File: src/rtl/cpu_pkg.sv
// Shared hazard-control types: forwarding-select codes and the hazard FSM state encoding.
package cpu_pkg;

    localparam logic [1:0] FWD_NONE = 2'b00;
    localparam logic [1:0] FWD_WB   = 2'b10;
    localparam logic [1:0] FWD_MEM  = 2'b11;

    typedef enum logic {
        HZ_RUN,
        HZ_LOAD_STALL
    } hz_state_t;

endpackage

File: src/rtl/fwd_match.sv
// Forwarding select for one EX-stage source operand; the younger MEM result beats WB.
module fwd_match
    import cpu_pkg::*;
#(
    parameter int REG_ADDR_W = 5
) (
    input  logic [REG_ADDR_W-1:0] i_src,
    input  logic [REG_ADDR_W-1:0] i_mem_rd,
    input  logic                  i_mem_reg_write,
    input  logic [REG_ADDR_W-1:0] i_wb_rd,
    input  logic                  i_wb_reg_write,
    output logic [1:0]            o_fwd
);

    logic w_mem_hit;
    logic w_wb_hit;

    // Register 0 is hard-wired, so a write to it must never be forwarded.
    assign w_mem_hit = i_mem_reg_write && (i_mem_rd != '0) && (i_mem_rd == i_src);
    assign w_wb_hit  = i_wb_reg_write  && (i_wb_rd  != '0) && (i_wb_rd  == i_src);

    always_comb begin
        o_fwd = FWD_NONE;
        if (w_mem_hit) begin
            o_fwd = FWD_MEM;
        end else if (w_wb_hit) begin
            o_fwd = FWD_WB;
        end
    end

endmodule

File: src/rtl/hazard_ctrl.sv
// Pipeline hazard controller: forwarding, load-use bubbles, branch flushes, memory-wait freeze.
// Define HAZARD_PERF_CNT_EN to add the load-stall and branch-flush performance counters.
module hazard_ctrl
    import cpu_pkg::*;
#(
    parameter int REG_ADDR_W   = 5,
    parameter int LOAD_STALL_N = 1,
    parameter int FLUSH_DEPTH  = 3,
    parameter int PERF_CNT_W   = 32
) (
    input  logic                  i_clk,
    input  logic                  i_arst_n,
    input  logic                  i_enable,
    input  logic [REG_ADDR_W-1:0] i_id_rs,
    input  logic [REG_ADDR_W-1:0] i_id_rt,
    input  logic                  i_id_uses_rs,
    input  logic                  i_id_uses_rt,
    input  logic [REG_ADDR_W-1:0] i_ex_rs,
    input  logic [REG_ADDR_W-1:0] i_ex_rt,
    input  logic [REG_ADDR_W-1:0] i_ex_rd,
    input  logic                  i_ex_mem_read,
    input  logic [REG_ADDR_W-1:0] i_mem_rd,
    input  logic [REG_ADDR_W-1:0] i_wb_rd,
    input  logic                  i_mem_reg_write,
    input  logic                  i_wb_reg_write,
    input  logic                  i_branch_taken,
    input  logic                  i_mem_busy,
    output logic [1:0]            o_fwd_rs,
    output logic [1:0]            o_fwd_rt,
    output logic                  o_pc_en,
    output logic                  o_ifid_en,
    output logic                  o_idex_en,
    output logic                  o_exmem_en,
    output logic                  o_memwb_en,
    output logic                  o_ifid_flush,
    output logic                  o_idex_flush,
    output logic                  o_exmem_flush
`ifdef HAZARD_PERF_CNT_EN
    ,
    output logic [PERF_CNT_W-1:0] o_stall_cnt,
    output logic [PERF_CNT_W-1:0] o_flush_cnt
`endif
);

    hz_state_t       r_state;
    hz_state_t       w_state_nxt;
    logic [2:0]      r_cnt;
    logic [2:0]      w_cnt_nxt;
    logic [1:0]      w_fwd_rs;
    logic [1:0]      w_fwd_rt;
    logic            w_load_use;
    logic            w_bubble;
    logic            w_pc_en;
    logic            w_ifid_en;
    logic            w_idex_en;
    logic            w_exmem_en;
    logic            w_memwb_en;
    logic            w_ifid_flush;
    logic            w_idex_flush;
    logic            w_exmem_flush;

    fwd_match #(.REG_ADDR_W(REG_ADDR_W)) u_fwd_rs (
        .i_src           (i_ex_rs),
        .i_mem_rd        (i_mem_rd),
        .i_mem_reg_write (i_mem_reg_write),
        .i_wb_rd         (i_wb_rd),
        .i_wb_reg_write  (i_wb_reg_write),
        .o_fwd           (w_fwd_rs)
    );

    fwd_match #(.REG_ADDR_W(REG_ADDR_W)) u_fwd_rt (
        .i_src           (i_ex_rt),
        .i_mem_rd        (i_mem_rd),
        .i_mem_reg_write (i_mem_reg_write),
        .i_wb_rd         (i_wb_rd),
        .i_wb_reg_write  (i_wb_reg_write),
        .o_fwd           (w_fwd_rt)
    );

    assign w_load_use = i_ex_mem_read && (i_ex_rd != '0) &&
                        ((i_id_uses_rs && (i_ex_rd == i_id_rs)) ||
                         (i_id_uses_rt && (i_ex_rd == i_id_rt)));

    always_ff @(posedge i_clk or negedge i_arst_n) begin
        if (!i_arst_n) begin
            r_state <= HZ_RUN;
            r_cnt   <= 3'd0;
        end else begin
            r_state <= w_state_nxt;
            r_cnt   <= w_cnt_nxt;
        end
    end

    // A frozen cycle (disabled or memory wait) keeps state and count untouched so a stall resumes exactly.
    always_comb begin
        w_state_nxt   = r_state;
        w_cnt_nxt     = r_cnt;
        w_bubble      = 1'b0;
        w_pc_en       = 1'b0;
        w_ifid_en     = 1'b0;
        w_idex_en     = 1'b0;
        w_exmem_en    = 1'b0;
        w_memwb_en    = 1'b0;
        w_ifid_flush  = 1'b0;
        w_idex_flush  = 1'b0;
        w_exmem_flush = 1'b0;
        if (!i_enable || i_mem_busy) begin
            w_state_nxt = r_state;
        end else if (i_branch_taken) begin
            w_pc_en       = 1'b1;
            w_ifid_en     = 1'b1;
            w_idex_en     = 1'b1;
            w_exmem_en    = 1'b1;
            w_memwb_en    = 1'b1;
            w_ifid_flush  = (FLUSH_DEPTH >= 1);
            w_idex_flush  = (FLUSH_DEPTH >= 2);
            w_exmem_flush = (FLUSH_DEPTH >= 3);
            w_state_nxt   = HZ_RUN;
            w_cnt_nxt     = 3'd0;
        end else if (r_state == HZ_LOAD_STALL) begin
            w_bubble = 1'b1;
            if (r_cnt <= 3'd1) begin
                w_state_nxt = HZ_RUN;
                w_cnt_nxt   = 3'd0;
            end else begin
                w_cnt_nxt = r_cnt - 3'd1;
            end
        end else if (w_load_use) begin
            w_bubble = 1'b1;
            if (LOAD_STALL_N > 1) begin
                w_state_nxt = HZ_LOAD_STALL;
                w_cnt_nxt   = 3'(LOAD_STALL_N - 1);
            end
        end else begin
            w_pc_en    = 1'b1;
            w_ifid_en  = 1'b1;
            w_idex_en  = 1'b1;
            w_exmem_en = 1'b1;
            w_memwb_en = 1'b1;
        end
        if (w_bubble) begin
            w_idex_en    = 1'b1;
            w_exmem_en   = 1'b1;
            w_memwb_en   = 1'b1;
            w_idex_flush = 1'b1;
        end
    end

    // Reset forces every control output low regardless of the combinational state.
    assign o_fwd_rs      = i_arst_n ? w_fwd_rs : FWD_NONE;
    assign o_fwd_rt      = i_arst_n ? w_fwd_rt : FWD_NONE;
    assign o_pc_en       = i_arst_n & w_pc_en;
    assign o_ifid_en     = i_arst_n & w_ifid_en;
    assign o_idex_en     = i_arst_n & w_idex_en;
    assign o_exmem_en    = i_arst_n & w_exmem_en;
    assign o_memwb_en    = i_arst_n & w_memwb_en;
    assign o_ifid_flush  = i_arst_n & w_ifid_flush;
    assign o_idex_flush  = i_arst_n & w_idex_flush;
    assign o_exmem_flush = i_arst_n & w_exmem_flush;

`ifdef HAZARD_PERF_CNT_EN
    logic [PERF_CNT_W-1:0] r_stall_cnt;
    logic [PERF_CNT_W-1:0] r_flush_cnt;

    always_ff @(posedge i_clk or negedge i_arst_n) begin
        if (!i_arst_n) begin
            r_stall_cnt <= '0;
            r_flush_cnt <= '0;
        end else if (i_enable && !i_mem_busy) begin
            if (w_bubble) begin
                r_stall_cnt <= r_stall_cnt + PERF_CNT_W'(1);
            end
            if (i_branch_taken) begin
                r_flush_cnt <= r_flush_cnt + PERF_CNT_W'(1);
            end
        end
    end

    assign o_stall_cnt = r_stall_cnt;
    assign o_flush_cnt = r_flush_cnt;
`else
    logic w_unused_perf_cfg;
    assign w_unused_perf_cfg = (PERF_CNT_W != 0);
`endif

endmodule
File: config.mk
export PLATFORM = sky130hd
export DESIGN_NAME = hazard_ctrl
export DESIGN_NICKNAME = d
export VERILOG_FILES = /design/src/rtl/cpu_pkg.sv /design/src/rtl/fwd_match.sv /design/src/rtl/hazard_ctrl.sv
export SDC_FILE = /design/constraint.sdc
export NUM_CORES = 1
export LEC_CHECK = 0
export BUFFER_PORTS_ARGS = -buffer_cell sky130_fd_sc_hd__buf_2
export CORE_MARGIN = 8
export CORE_UTILIZATION = 41
export CTS_CLUSTER_DIAMETER = 100
export DETAILED_ROUTE_END_ITERATION = 6
export GPL_ROUTABILITY_DRIVEN = 0
export PLACE_DENSITY_LB_ADDON = 0.08
export SLEW_MARGIN = 20
export SYNTH_ARGS = -nofsm -noshare
export SYNTH_HDL_FRONTEND = slang
export SYNTH_SLANG_ARGS = --single-unit
File: constraint.sdc
create_clock -name i_clk -period 2.8 [get_ports i_clk]
set_input_delay 0.42 -clock i_clk [delete_from_list [all_inputs] [get_ports i_clk]]
set_output_delay 0.42 -clock i_clk [all_outputs]
set_load 0.02 [all_outputs]
# After elaboration in Yosys (flattened, before gate mapping)
# Index checks and enable logic that the tools add are counted.
[word_totals] output_inout_bits=12 inputBits=45 word_cells=57 reg_bits=4
[op_classes] mux=24 reduce_logical=18 n_eq_ne=6 bitwise_logic=5 n_lt_le_gt_ge=1 addsub=1
[ops] cell="== test 5 bit" count=6
[ops] cell="2-to-1 mux 1 bit" count=15
[ops] cell="nonzero test 5 bit" count=3
[ops] cell="2-to-1 mux 2 bit" count=6
[ops] cell="logical AND 1 bit" count=10
[ops] cell="2-to-1 mux 3 bit" count=3
[ops] cell="AND 1 bit" count=4
[ops] cell="<= comparator 3 x 1 -> 1 bit, second input constant" count=1
[ops] cell="subtractor 3 x 1 -> 3 bit, second input constant" count=1
[ops] cell="logical OR 1 bit" count=2
[ops] cell="AND reduction 2 bit" count=1
[ops] cell="nonzero test 2 bit" count=1
[ops] cell="zero test 1 bit" count=1
[ops] cell="NOT 1 bit" count=1

# Depth between registers and ports, before layout
# Gate-level depths: netlist of the first run.
[logic_depth] word_depth=10 mapped_depth=6 ltp_nobuf=6

# Modules after synthesis
# From an unflattened synthesis of the first run, not the netlist that was laid out.
[unflattened] cells_unflattened=101 hier_area_um2=770.7
[modules_own_cells] module="hazard_ctrl" area_per_inst_um2=457.9 seq_area_each_um2=100.1 cells_each=59 instances=1
[modules_own_cells] module="fwd_match" area_per_inst_um2=156.4 seq_area_each_um2=0.0 cells_each=21 instances=2

# Worst setup path before layout of the first run
# No wires, ideal clock.
[synth_path] path_type="input to output" start="in i_ex_rd[1]" end="out o_pc_en" path_stages=5 n_path_buf=1 required_time_ps=2380 arrival_time_ps=1809 setup_slack_ps=571 cell_sequence="or4_1 o21ai_0 nor2_1 a21oi_1 buf_4"
[synth_between] elab_chain_cells=9 word_cells_on_any_way=13 classes_between="2 x eq/ne; 4 x mux; 1 x bitwise; 6 x reduce/logical"
[synth_rtl] element="start: declaration" line="hazard_ctrl.sv:20" source="input logic [REG_ADDR_W-1:0] i_ex_rd,"
[synth_rtl] element="== test 5 bit (on tied branches)" line="hazard_ctrl.sv:81, hazard_ctrl.sv:82"
[synth_rtl] element="logical AND 1 bit (on tied branches)" line="hazard_ctrl.sv:81, hazard_ctrl.sv:82"
[synth_rtl] element="logical OR 1 bit" line="hazard_ctrl.sv:81" source="((i_id_uses_rs && (i_ex_rd == i_id_rs)) ||"
[synth_rtl] element="logical AND 1 bit (*)" line="hazard_ctrl.sv:80" source="assign w_load_use = i_ex_mem_read && (i_ex_rd != '0) &&"
[synth_rtl] element="2-to-1 mux 1 bit (*) (4 in a row)"
[synth_rtl] element="AND 1 bit (*)"
[synth_rtl] element="end: declaration" line="hazard_ctrl.sv:30" source="output logic o_pc_en,"
# Mark *: on every way between the ends. The rest lies on a longest branch, timed or not.

# Worst setup path in the final report of the first run
[layout_path] start="in i_mem_rd[0]" end="out o_fwd_rt[1]"
[layout_between] elab_chain_cells=5 word_cells_on_any_way=6 classes_between="1 x eq/ne; 2 x mux; 3 x reduce/logical"
[layout_rtl] element="start: declaration" line="hazard_ctrl.sv:22" source="input logic [REG_ADDR_W-1:0] i_mem_rd,"
[layout_rtl] element="nonzero test 5 bit" line="fwd_match.sv:19" source="assign w_mem_hit = i_mem_reg_write && (i_mem_rd != '0) && (i_mem_rd == i_src);"
[layout_rtl] element="logical AND 1 bit" line="fwd_match.sv:19"
[layout_rtl] element="logical AND 1 bit (*)" line="fwd_match.sv:19"
[layout_rtl] element="2-to-1 mux 2 bit (*)" line="fwd_match.sv:24" source="if (w_mem_hit) begin"
[layout_rtl] element="2-to-1 mux 2 bit (*)" line="hazard_ctrl.sv:151" source="assign o_fwd_rt = i_arst_n ? w_fwd_rt : FWD_NONE;"
[layout_rtl] element="end: declaration" line="hazard_ctrl.sv:29" source="output logic [1:0] o_fwd_rt,"
# Marked as above.

==> flow_metrics.env, run 1 <==
export IMPL_power_density_mw_per_mm2=358
export IMPL_htree_levels=1
export IMPL_slew_viol_final=0
export IMPL_drt_first_iter_violations=2
export IMPL_end_kind="primary output"
export IMPL_grt_max_degree=8
export IMPL_hold_violations=0
export IMPL_max_stage_delay_ps=550
export IMPL_multi_input_area_sq_um=552
export IMPL_numCtsBuffers=3
export IMPL_syn_cell_area_sq_um=704
export IMPL_post_route_drc_count=0
export IMPL_root_buffer="clkbuf_4"
export IMPL_max_freq_mhz=464
export IMPL_die_h_microns=57.5
export IMPL_drive_above_1_share_pct=45.1
export IMPL_track_usage_pct=13.1
export IMPL_grt_pass1_wl_microns=3550
export IMPL_regToRegSetupSlack_ps=1380
export IMPL_startpoint_type="input pin"
export IMPL_rsz0062_at_grt="no"
export IMPL_status="finished, final reports clean"
export IMPL_antennaDiodeCount=0
export IMPL_cp_max_fo=3
export IMPL_firstDrtPassIters=2
export IMPL_num_fill_cells=151
export IMPL_synth_most_common_cell="xnor2_1"
export IMPL_period_share_pct=76.9
export IMPL_startpoint="i_mem_rd[0]"
export IMPL_path_cells="buf_2 > or4_1 > o211ai_2 > nor4_2 > a31o_1 > buf_2"
export IMPL_yosys_top_cells_count="xnor2_1 (20), xor2_1 (10), inv_1 (6)"
export IMPL_setup_violations=0
export IMPL_synthArstFlopShare_pct=100
export IMPL_detail_route_antenna_nets=0
export IMPL_synth_area_leaders="xnor2_1 (25%), dfrtp_1 (14%), xor2_1 (12%), buf_4 (4.3%), ha_1 (3.6%)"
export IMPL_postSynthCellCount=87
export IMPL_pin_count=57
export IMPL_via_count=798
export IMPL_yosysSeqAreaShare_pct=14.2
export IMPL_hp_class="input pin to async pin"
export IMPL_tightest_slew_ps=362
export IMPL_grt_pass1_vias=860
export IMPL_cts_setup_buffers=0
export IMPL_p_leak_nw=0.502
export IMPL_maxSlewHeadroom_pct=75.8
export IMPL_clk_latency_ps=230
export IMPL_maxCapViolCount=0
export IMPL_path_class="input pin to primary output"
export IMPL_syn_avg_cell_area_sq_um=8.10
export IMPL_die_x_microns=57.5
export IMPL_dpl_cell_area_sq_um=976
export IMPL_vias_per_cell=5.02
export IMPL_core_area_sq_mm=0.00167
export IMPL_final_min_clock_period_ps=2150
export IMPL_yosysTopAreaCell="xnor2_1"
export IMPL_worst_path_most_repeated_cell="buf_2"
export IMPL_synth_top_area_share_pct=24.9
export IMPL_clkSlewWorstSetupHoldPaths_ps=40
export IMPL_fp_row_count=15
export IMPL_fin_util_pct=59.8
export IMPL_crit_path_top_delay_cell="or4_1"
export IMPL_synth_nets=134
export IMPL_antenna_found_initial=0
export IMPL_synth_edf_count=0
export IMPL_dpl_hpwl_microns=1950
export IMPL_final_area_sq_um=998
export IMPL_required_ps=2380
export IMPL_finClkSkew_ps=2.28
export IMPL_tritoncts="done"
export IMPL_yosys_warnings=0
export IMPL_drt_wl_total_microns=2170
export IMPL_die_area_sq_mm=0.00330
export IMPL_r2r_start="r_cnt[0]"
export IMPL_ys_ff_latch=4
export IMPL_clock_sinks=4
export IMPL_nNetsFinal=191
export IMPL_crit_arrival_ps=1730
export IMPL_fin_setup_tns_ps=0
export IMPL_ctsResizeCount=0
export IMPL_grt_overflow=0
export IMPL_start_util_pct=42.2
export IMPL_seq_area_sq_um=100
export IMPL_yosys_cell_types_count=24
export IMPL_clock_path_buffers=2
export IMPL_area_growth_pct=41.7
export IMPL_port_buffers=56
export IMPL_ir_worst_vdd_mv=0.343
export IMPL_reg2reg_depth=5
export IMPL_synth_main_ff_cell="dfrtp_1"
export IMPL_hold_buffers=0
export IMPL_wire_per_inst_microns=13.6
==> power by group <==
group	internal (mW)	switching [mW]	leakage (nW)
Clock	0.0480	0.0239	0.0138
Sequential	0.0757	0.0139	0.0546
Combinational	0.0948	0.101	0.433
Total	0.219	0.139	0.502
==> cell families (layout without fill, tap and decap cells) <==
group | count (synthesis) | count (layout) | synth area share, %
buffers and inverters | 10 | 65 | 7.46
xor gates and xnor gates | 30 | 30 | 37.3
and+or+nand+nor | 24 | 24 | 19.9
DFF | 4 | 4 | 14.2
adders and majority gates | 2 | 2 | 3.55
AOI/OAI and AO/OA | 17 | 17 | 17.6
==> registers in the layout, indices dropped and copies added, names as in the netlist <==
signal / count
r_cnt: 3
r_state: 1
==> stage by stage <==
stage,setup slack (ps),instances,power [mW],hold WS [ps]
6_report,647,159,0.357,21.1
5_1_grt,576,159,0.397,24.7
4_1_cts,632,159,0.363,17.3
3_5_place_dp,632,156,0.289,266
3_3_place_gp,661,156,0.283,267
2_1_floorplan,571,87,0.218,124
==> cell usage in the layout (no fill, tap or decap) <==
master,Yosys,routed
inv_1,6,6
o21ai_0,4,4
nand2_1,4,4
nor4_1,2,2
a21oi_1,3,3
a31o_1,2,2
xor2_1,10,10
nand4_1,2,2
nor4_2,2,2
nand3_1,2,2
o211ai_2,2,2
o21bai_1,2,2
nor2_1,5,5
or4_1,3,3
buf_2,0,56
and2_1,1,1
xnor2_1,20,20
dfrtp_1,4,4
clkbuf_4,0,3
nand2b_1,2,2
a22o_1,1,1
nor3_1,1,1
o22ai_1,2,2
a21bo_2,1,1
ha_1,2,2
==> worst paths after layout <==
kind / end
min in group i_clk: r_cnt[2]
min: r_cnt[1]
max in group asynchronous: r_cnt[0]
min reg2reg: r_cnt[2]
max: o_fwd_rt[1]
max reg2reg: r_cnt[0]
==> layer usage <==
layer  up-vias  track usage, %  part of all wire (%)
met2        36            24.3                    51
met4         0            3.21                  0.65
met5         -               0                     0
met3         2            5.16                    10
met1       348            13.3                    38
li1        412               -                     -
==> critical path, delay by kind of cell <==
family	cells	cell delay, ps
buf+inv	2	280
compound gates	2	400
simple gates	2	630
==> layout make-up <==
cell class	instances	share of cell area, %
Clock buffer	3	2.26
Inverter	6	2.26
Multi-Input combinational cell	73	55.3
Sequential cell	4	10.0
Tap cell	17	2.13
Timing Repair Buffer	56	28.1
Note: power is estimated with default switching activity, not from simulation.
==> inputs of run 2 (changes only) <==
- ABC_AREA: unset -> 1
- CORE_UTILIZATION: 41 -> 37
- clock period: 2.8 -> 1.8 ns (I/O delays scaled with it)
==> flow_metrics.env, run 2 <==
export IMPL_p_leak_nw=0.706
export IMPL_dp_cells=224
export IMPL_worst_path_most_repeated_cell="buf_2"
export IMPL_crit_buf_inv=2
export IMPL_crit_path_top_delay_cell="nor3_2"
export IMPL_numCtsBuffers=3
export IMPL_dpl_hpwl_microns=2140
export IMPL_timing_rr_end="r_cnt[1]"
export IMPL_critPathTopFamily="simple AND/OR/NAND/NOR gates"
export IMPL_wire_per_inst_microns=10.5
export IMPL_synth_edf_count=0
export IMPL_root_buffer="clkbuf_4"
export IMPL_ctsResizeCount=0
export IMPL_mostFrequentLayoutCells="buf_2 (56), nand2_1 (38), inv_1 (24)"
export IMPL_status="finished, final reports clean"
export IMPL_area_growth_pct=38.7
export IMPL_synth_nets=191
export IMPL_track_usage_pct=11.8
export IMPL_htree_levels=1
export IMPL_reg_top3="r_cnt (3), r_state (1)"
export IMPL_rsz0062_at_grt="no"
export IMPL_clkSlewWorstSetupHoldPaths_ps=40
export IMPL_grt_overflow=0
export IMPL_holdWs_ps=353
export IMPL_largest_reg_flops=3
export IMPL_power_density_mw_per_mm2=469
export IMPL_clk_latency_ps=240
export IMPL_drt_wl_total_microns=2400
export IMPL_path_cells="buf_2 > xor2_1 > nor3_2 > nand3_1 > a21oi_1 > buf_2"
export IMPL_multi_input_area_sq_um=591
export IMPL_seq_area_sq_um=100
export IMPL_clock_sinks=4
export IMPL_yosysSeqAreaShare_pct=12.2
export IMPL_vias_per_cell=4.58
export IMPL_synth_most_common_cell="nand2_1"
export IMPL_max_stage_delay_ps=200
export IMPL_firstDrtPassIters=4
export IMPL_syn_avg_cell_area_sq_um=5.71
export IMPL_ys_ff_latch=4
export IMPL_period_share_pct=83.5
export IMPL_nNetsFinal=249
export IMPL_ir_worst_vdd_mv=0.499
export IMPL_start_util_pct=38.3
export IMPL_grt_pass1_vias=1067
export IMPL_end_kind="primary output"
export IMPL_final_min_clock_period_ps=1500
export IMPL_die_x_microns=63.1
export IMPL_layout_cells_non_filler=228
export IMPL_synthArstFlopShare_pct=100
export IMPL_drt_first_iter_violations=38
export IMPL_top_register="r_cnt"
export IMPL_grt_pass1_wl_microns=4110
export IMPL_worstHoldStart="i_mem_busy"
export IMPL_grt_max_degree=7
export IMPL_path_class="input pin to primary output"
export IMPL_core_area_sq_mm=0.00215
export IMPL_finClkSkew_ps=6.15
export IMPL_holdPathEnd="r_state"
export IMPL_pin_count=57
export IMPL_antenna_found_initial=0
export IMPL_yosys_top_cells_count="nand2_1 (38), inv_1 (24), nor2_1 (21)"
export IMPL_setup_violations=0
export IMPL_clock_path_buffers=2
export IMPL_layout_commonest_cell="buf_2"
export IMPL_startpoint="i_mem_rd[2]"
export IMPL_required_ps=1530
export IMPL_cp_max_fo=3
export IMPL_synth_area_leaders="nand2_1 (17%), xor2_1 (17%), dfrtp_1 (12%), inv_1 (11%), nor2_1 (9.6%)"
export IMPL_maxSlewHeadroom_pct=72.7
export IMPL_synth_top_area_share_pct=17.4
export IMPL_regToRegSetupSlack_ps=530
export IMPL_yosys_cell_types_count=18
export IMPL_reg2reg_depth=5
export IMPL_maxCapViolCount=0
export IMPL_tritoncts="done"
export IMPL_syn_cell_area_sq_um=822
export IMPL_num_fill_cells=234
export IMPL_postSynthCellCount=144
export IMPL_startpoint_type="input pin"
export IMPL_yosys_warnings=0
export IMPL_die_h_microns=63.1
export IMPL_antennaDiodeCount=0
export IMPL_drive_above_1_share_pct=33.0
export IMPL_fin_setup_tns_ps=0
export IMPL_port_buffers=56
export IMPL_whs_path_depth=3
export IMPL_post_route_drc_count=0
export IMPL_tightest_slew_ps=405
export IMPL_hp_class="input pin to flip-flop"
export IMPL_slew_viol_final=0
export IMPL_r2r_start="r_cnt[1]"
export IMPL_fp_row_count=17
export IMPL_hold_violations=0
export IMPL_detail_route_antenna_nets=0
export IMPL_synth_main_ff_cell="dfrtp_1"
export IMPL_max_freq_mhz=665
export IMPL_crit_arrival_ps=1230
export IMPL_yosysTopAreaCell="nand2_1"
export IMPL_via_count=1044
export IMPL_die_area_sq_mm=0.00399
==> run 2: cell count changes in the layout (fill, tap and decap cells not counted), sizes merged, moves of 4 or more <==
cell	change
inv	+21
nor2	+18
o21ai	+4
nand2	+34
xnor2	-15
nand3	+5
nor4	-4
xor2	+6
==> run 2: kinds of logic after synthesis <==
kind of cell	count (synthesis)	synth area share (%)
fa+ha+maj	2	3.04
xor+xnor	21	22.4
buf+inv	31	16.0
simple gates	73	38.1
flops	4	12.2
compound gates	13	8.37
==> run 2: what timing repair did <==
| action | in CTS | in global routing |
|---|---|---|
| buffers inserted | 0 | 0 |
| hold buffers | 1 | 0 |
| hold endpoints to repair | 4 | 0 |
==> run 2: report_power, final <==
part / switching [mW] / total (mW) / internal (mW)
registers: 0.0177 / 0.137 / 0.119
clock network: 0.0376 / 0.112 / 0.0746
logic: 0.161 / 0.285 / 0.124
total: 0.216 / 0.534 / 0.318
==> run 2: worst min-delay path, cell delays in order <==
cell,delay (ps)
buf_2,100
nor2_4,40
a21oi_1,130
==> run 2: how the worst max path moves through the flow <==
stage / end / slack [ps] / depth (start not counted)
floorplan: o_pc_en / 190 / 7
CTS: o_fwd_rt[1] / 290 / 6
finish: o_fwd_rt[1] / 300 / 6
detailed placement: o_fwd_rt[1] / 290 / 6
global route: o_fwd_rt[1] / 230 / 6
global placement: o_fwd_rt[1] / 330 / 6
==> run 2: area by class of cell <==
type                            count  area share, %
Multi-Input combinational cell    109           51.8
Timing Repair Buffer               57           25.5
Inverter                           27           8.89
Sequential cell                     4           8.78
Tap cell                           28           3.07
Clock buffer                        3           1.98
==> run 2: per-stage QoR <==
step,total power [mW],setup slack (ps),cell area [sq um],util [%]
2_1_floorplan,0.314,193,822,-
3_3_place_gp,0.415,327,1110,51.5
3_5_place_dp,0.422,293,1110,51.5
4_1_cts,0.540,288,1140,53.1
5_1_grt,0.591,231,1140,53.1
6_report,0.534,297,1140,53.1
==> run 2: layer usage <==
layer | track usage, % | vias to the layer above | part of all wire (%) | wire (microns)
li1 | - | 543 | - | -
met1 | 12.1 | 451 | 41 | 974
met2 | 21.6 | 46 | 49 | 1180
met3 | 4.95 | 4 | 9.0 | 215
met4 | 2.85 | 0 | 1.1 | 27
met5 | 0 | - | 0 | 0
==> inputs of run 3 (changes only) <==
- CORE_UTILIZATION: 37 -> 41
- clock period: 1.8 -> 1.4 ns (I/O delays scaled with it)
==> flow_metrics.env, run 3 (synthesized netlist as in run 2, its figures left out) <==
export IMPL_status="finished, final reports clean"
export IMPL_reg2reg_depth=4
export IMPL_maxCapViolCount=0
export IMPL_cp_max_fo=3
export IMPL_firstDrtPassIters=4
export IMPL_ir_worst_vdd_mv=0.449
export IMPL_grt_pass1_wl_microns=3880
export IMPL_die_area_sq_mm=0.00369
export IMPL_numCtsBuffers=3
export IMPL_pin_count=57
export IMPL_clk_latency_ps=240
export IMPL_dpl_cell_area_sq_mm=0.00111
export IMPL_dp_cells=223
export IMPL_p_comb_share_pct=54.0
export IMPL_grt_pass1_vias=1014
export IMPL_drt_wl_total_microns=2350
export IMPL_path_class="input pin to primary output"
export IMPL_detail_route_antenna_nets=0
export IMPL_die_x_microns=60.8
export IMPL_fin_setup_tns_ps=0
export IMPL_core_area_sq_mm=0.00192
export IMPL_period_share_pct=95.8
export IMPL_port_buffers=56
export IMPL_antenna_found_initial=0
export IMPL_startpoint="i_mem_rd[0]"
export IMPL_p_leak_nw=0.708
export IMPL_drt_first_iter_violations=35
export IMPL_p_clk_share_pct=20.8
export IMPL_wire_per_inst_microns=10.3
export IMPL_die_h_microns=60.8
export IMPL_grt_max_degree=7
export IMPL_p_int_mw=0.415
export IMPL_power_density_mw_per_mm2=606
export IMPL_rsz0062_at_grt="yes"
export IMPL_layout_cells_non_filler=227
export IMPL_tightest_slew_ps=258
export IMPL_cts_setup_buffers=0
export IMPL_dpl_hpwl_microns=2100
export IMPL_crit_arrival_ps=1130
export IMPL_maxSlewHeadroom_pct=82.7
export IMPL_nNetsFinal=249
export IMPL_track_usage_pct=13.0
export IMPL_grt_overflow=0
export IMPL_crit_end="o_fwd_rs[1]"
export IMPL_hp_class="input pin to flip-flop"
export IMPL_fin_util_pct=60.4
export IMPL_via_count=1010
export IMPL_finClkSkew_ps=5.20
export IMPL_mostFrequentLayoutCells="buf_2 (53), nand2_1 (38), inv_1 (24)"
export IMPL_area_growth_pct=41.2
export IMPL_setup_violations=0
export IMPL_largest_reg_flops=3
export IMPL_regToRegSetupSlack_ps=210
export IMPL_clock_sinks=4
export IMPL_r2r_start="r_cnt[0]"
export IMPL_startpoint_type="input pin"
export IMPL_post_route_drc_count=0
export IMPL_clkSlewWorstSetupHoldPaths_ps=40
export IMPL_antennaDiodeCount=0
export IMPL_start_util_pct=42.8
export IMPL_p_sw_mw=0.289
export IMPL_drive_above_1_share_pct=35.0
export IMPL_layout_commonest_cell="buf_2"
export IMPL_hold_violations=0
export IMPL_final_area_sq_mm=0.00116
export IMPL_final_min_clock_period_ps=1340
export IMPL_seq_power_share_pct=25.3
export IMPL_clock_path_buffers=2
export IMPL_required_ps=1190
export IMPL_tritoncts="done"
export IMPL_post_place_ws_ps=77.4
export IMPL_vias_per_cell=4.45
export IMPL_reg_top3="r_cnt (3), r_state (1)"
export IMPL_finalPower_mw=0.704
export IMPL_holdWs_ps=290
export IMPL_root_buffer="clkbuf_4"
export IMPL_fp_row_count=16
export IMPL_end_kind="primary output"
export IMPL_htree_levels=1
export IMPL_max_freq_mhz=746
export IMPL_setup_ws_ps=59.0
export IMPL_top_register="r_cnt"
export IMPL_timing_rr_end="r_cnt[1]"
export IMPL_sw_frac_of_total_pct=41.1
export IMPL_slew_viol_final=0
run 3: worst min-delay path by stage:
stage	cells past startpoint	from	slack (ps)	endpoint
3_5_place_dp	1	i_arst_n	30	r_cnt[2]
2_1_floorplan	0	i_arst_n	-90	r_cnt[0]
3_3_place_gp	1	i_arst_n	20	r_state
4_1_cts	3	i_mem_busy	300	r_state
5_1_grt	4	i_branch_taken	320	r_cnt[1]
6_report	3	i_mem_busy	290	r_state
run 3: repair_timing:
item / 4_1_cts / 5_1_grt
hold endpoints to repair: 4 / 0
setup endpoints to repair: 0 / 5
hold buffers: 1 / 0
gates resized for setup: 0 / 7
run 3: power by group through the flow:
| stage | clock, mW | combinational [mW] | sequential [mW] |
|---|---|---|---|
| after floorplan | 0 | 0.233 | 0.173 |
| after global placement | 0 | 0.360 | 0.178 |
| after detailed placement | 0 | 0.367 | 0.180 |
| after CTS | 0.151 | 0.374 | 0.178 |
| after global routing | 0.165 | 0.432 | 0.182 |
| final | 0.146 | 0.380 | 0.178 |
run 3: worst max-delay path, stage by stage:
cell and delay [ps]:
buf_2 120, xor2_1 160, nor2_1 130, nand4_1 150, a21oi_1 170, buf_2 190
run 3: final cells by class:
type / instances / area [sq um]
Clock buffer: 3 / 22.5
Fill cell: 197 / 761
Inverter: 27 / 101
Multi-Input combinational cell: 109 / 606
Sequential cell: 4 / 100
Tap cell: 27 / 33.8
Timing Repair Buffer: 57 / 298
run 3: per-layer routing:
layer / global-route usage (%) / share of wire (%)
met5: 0 / 0
met4: 3.99 / 0.72
met3: 5.72 / 11
met2: 22.3 / 46
met1: 14.0 / 42
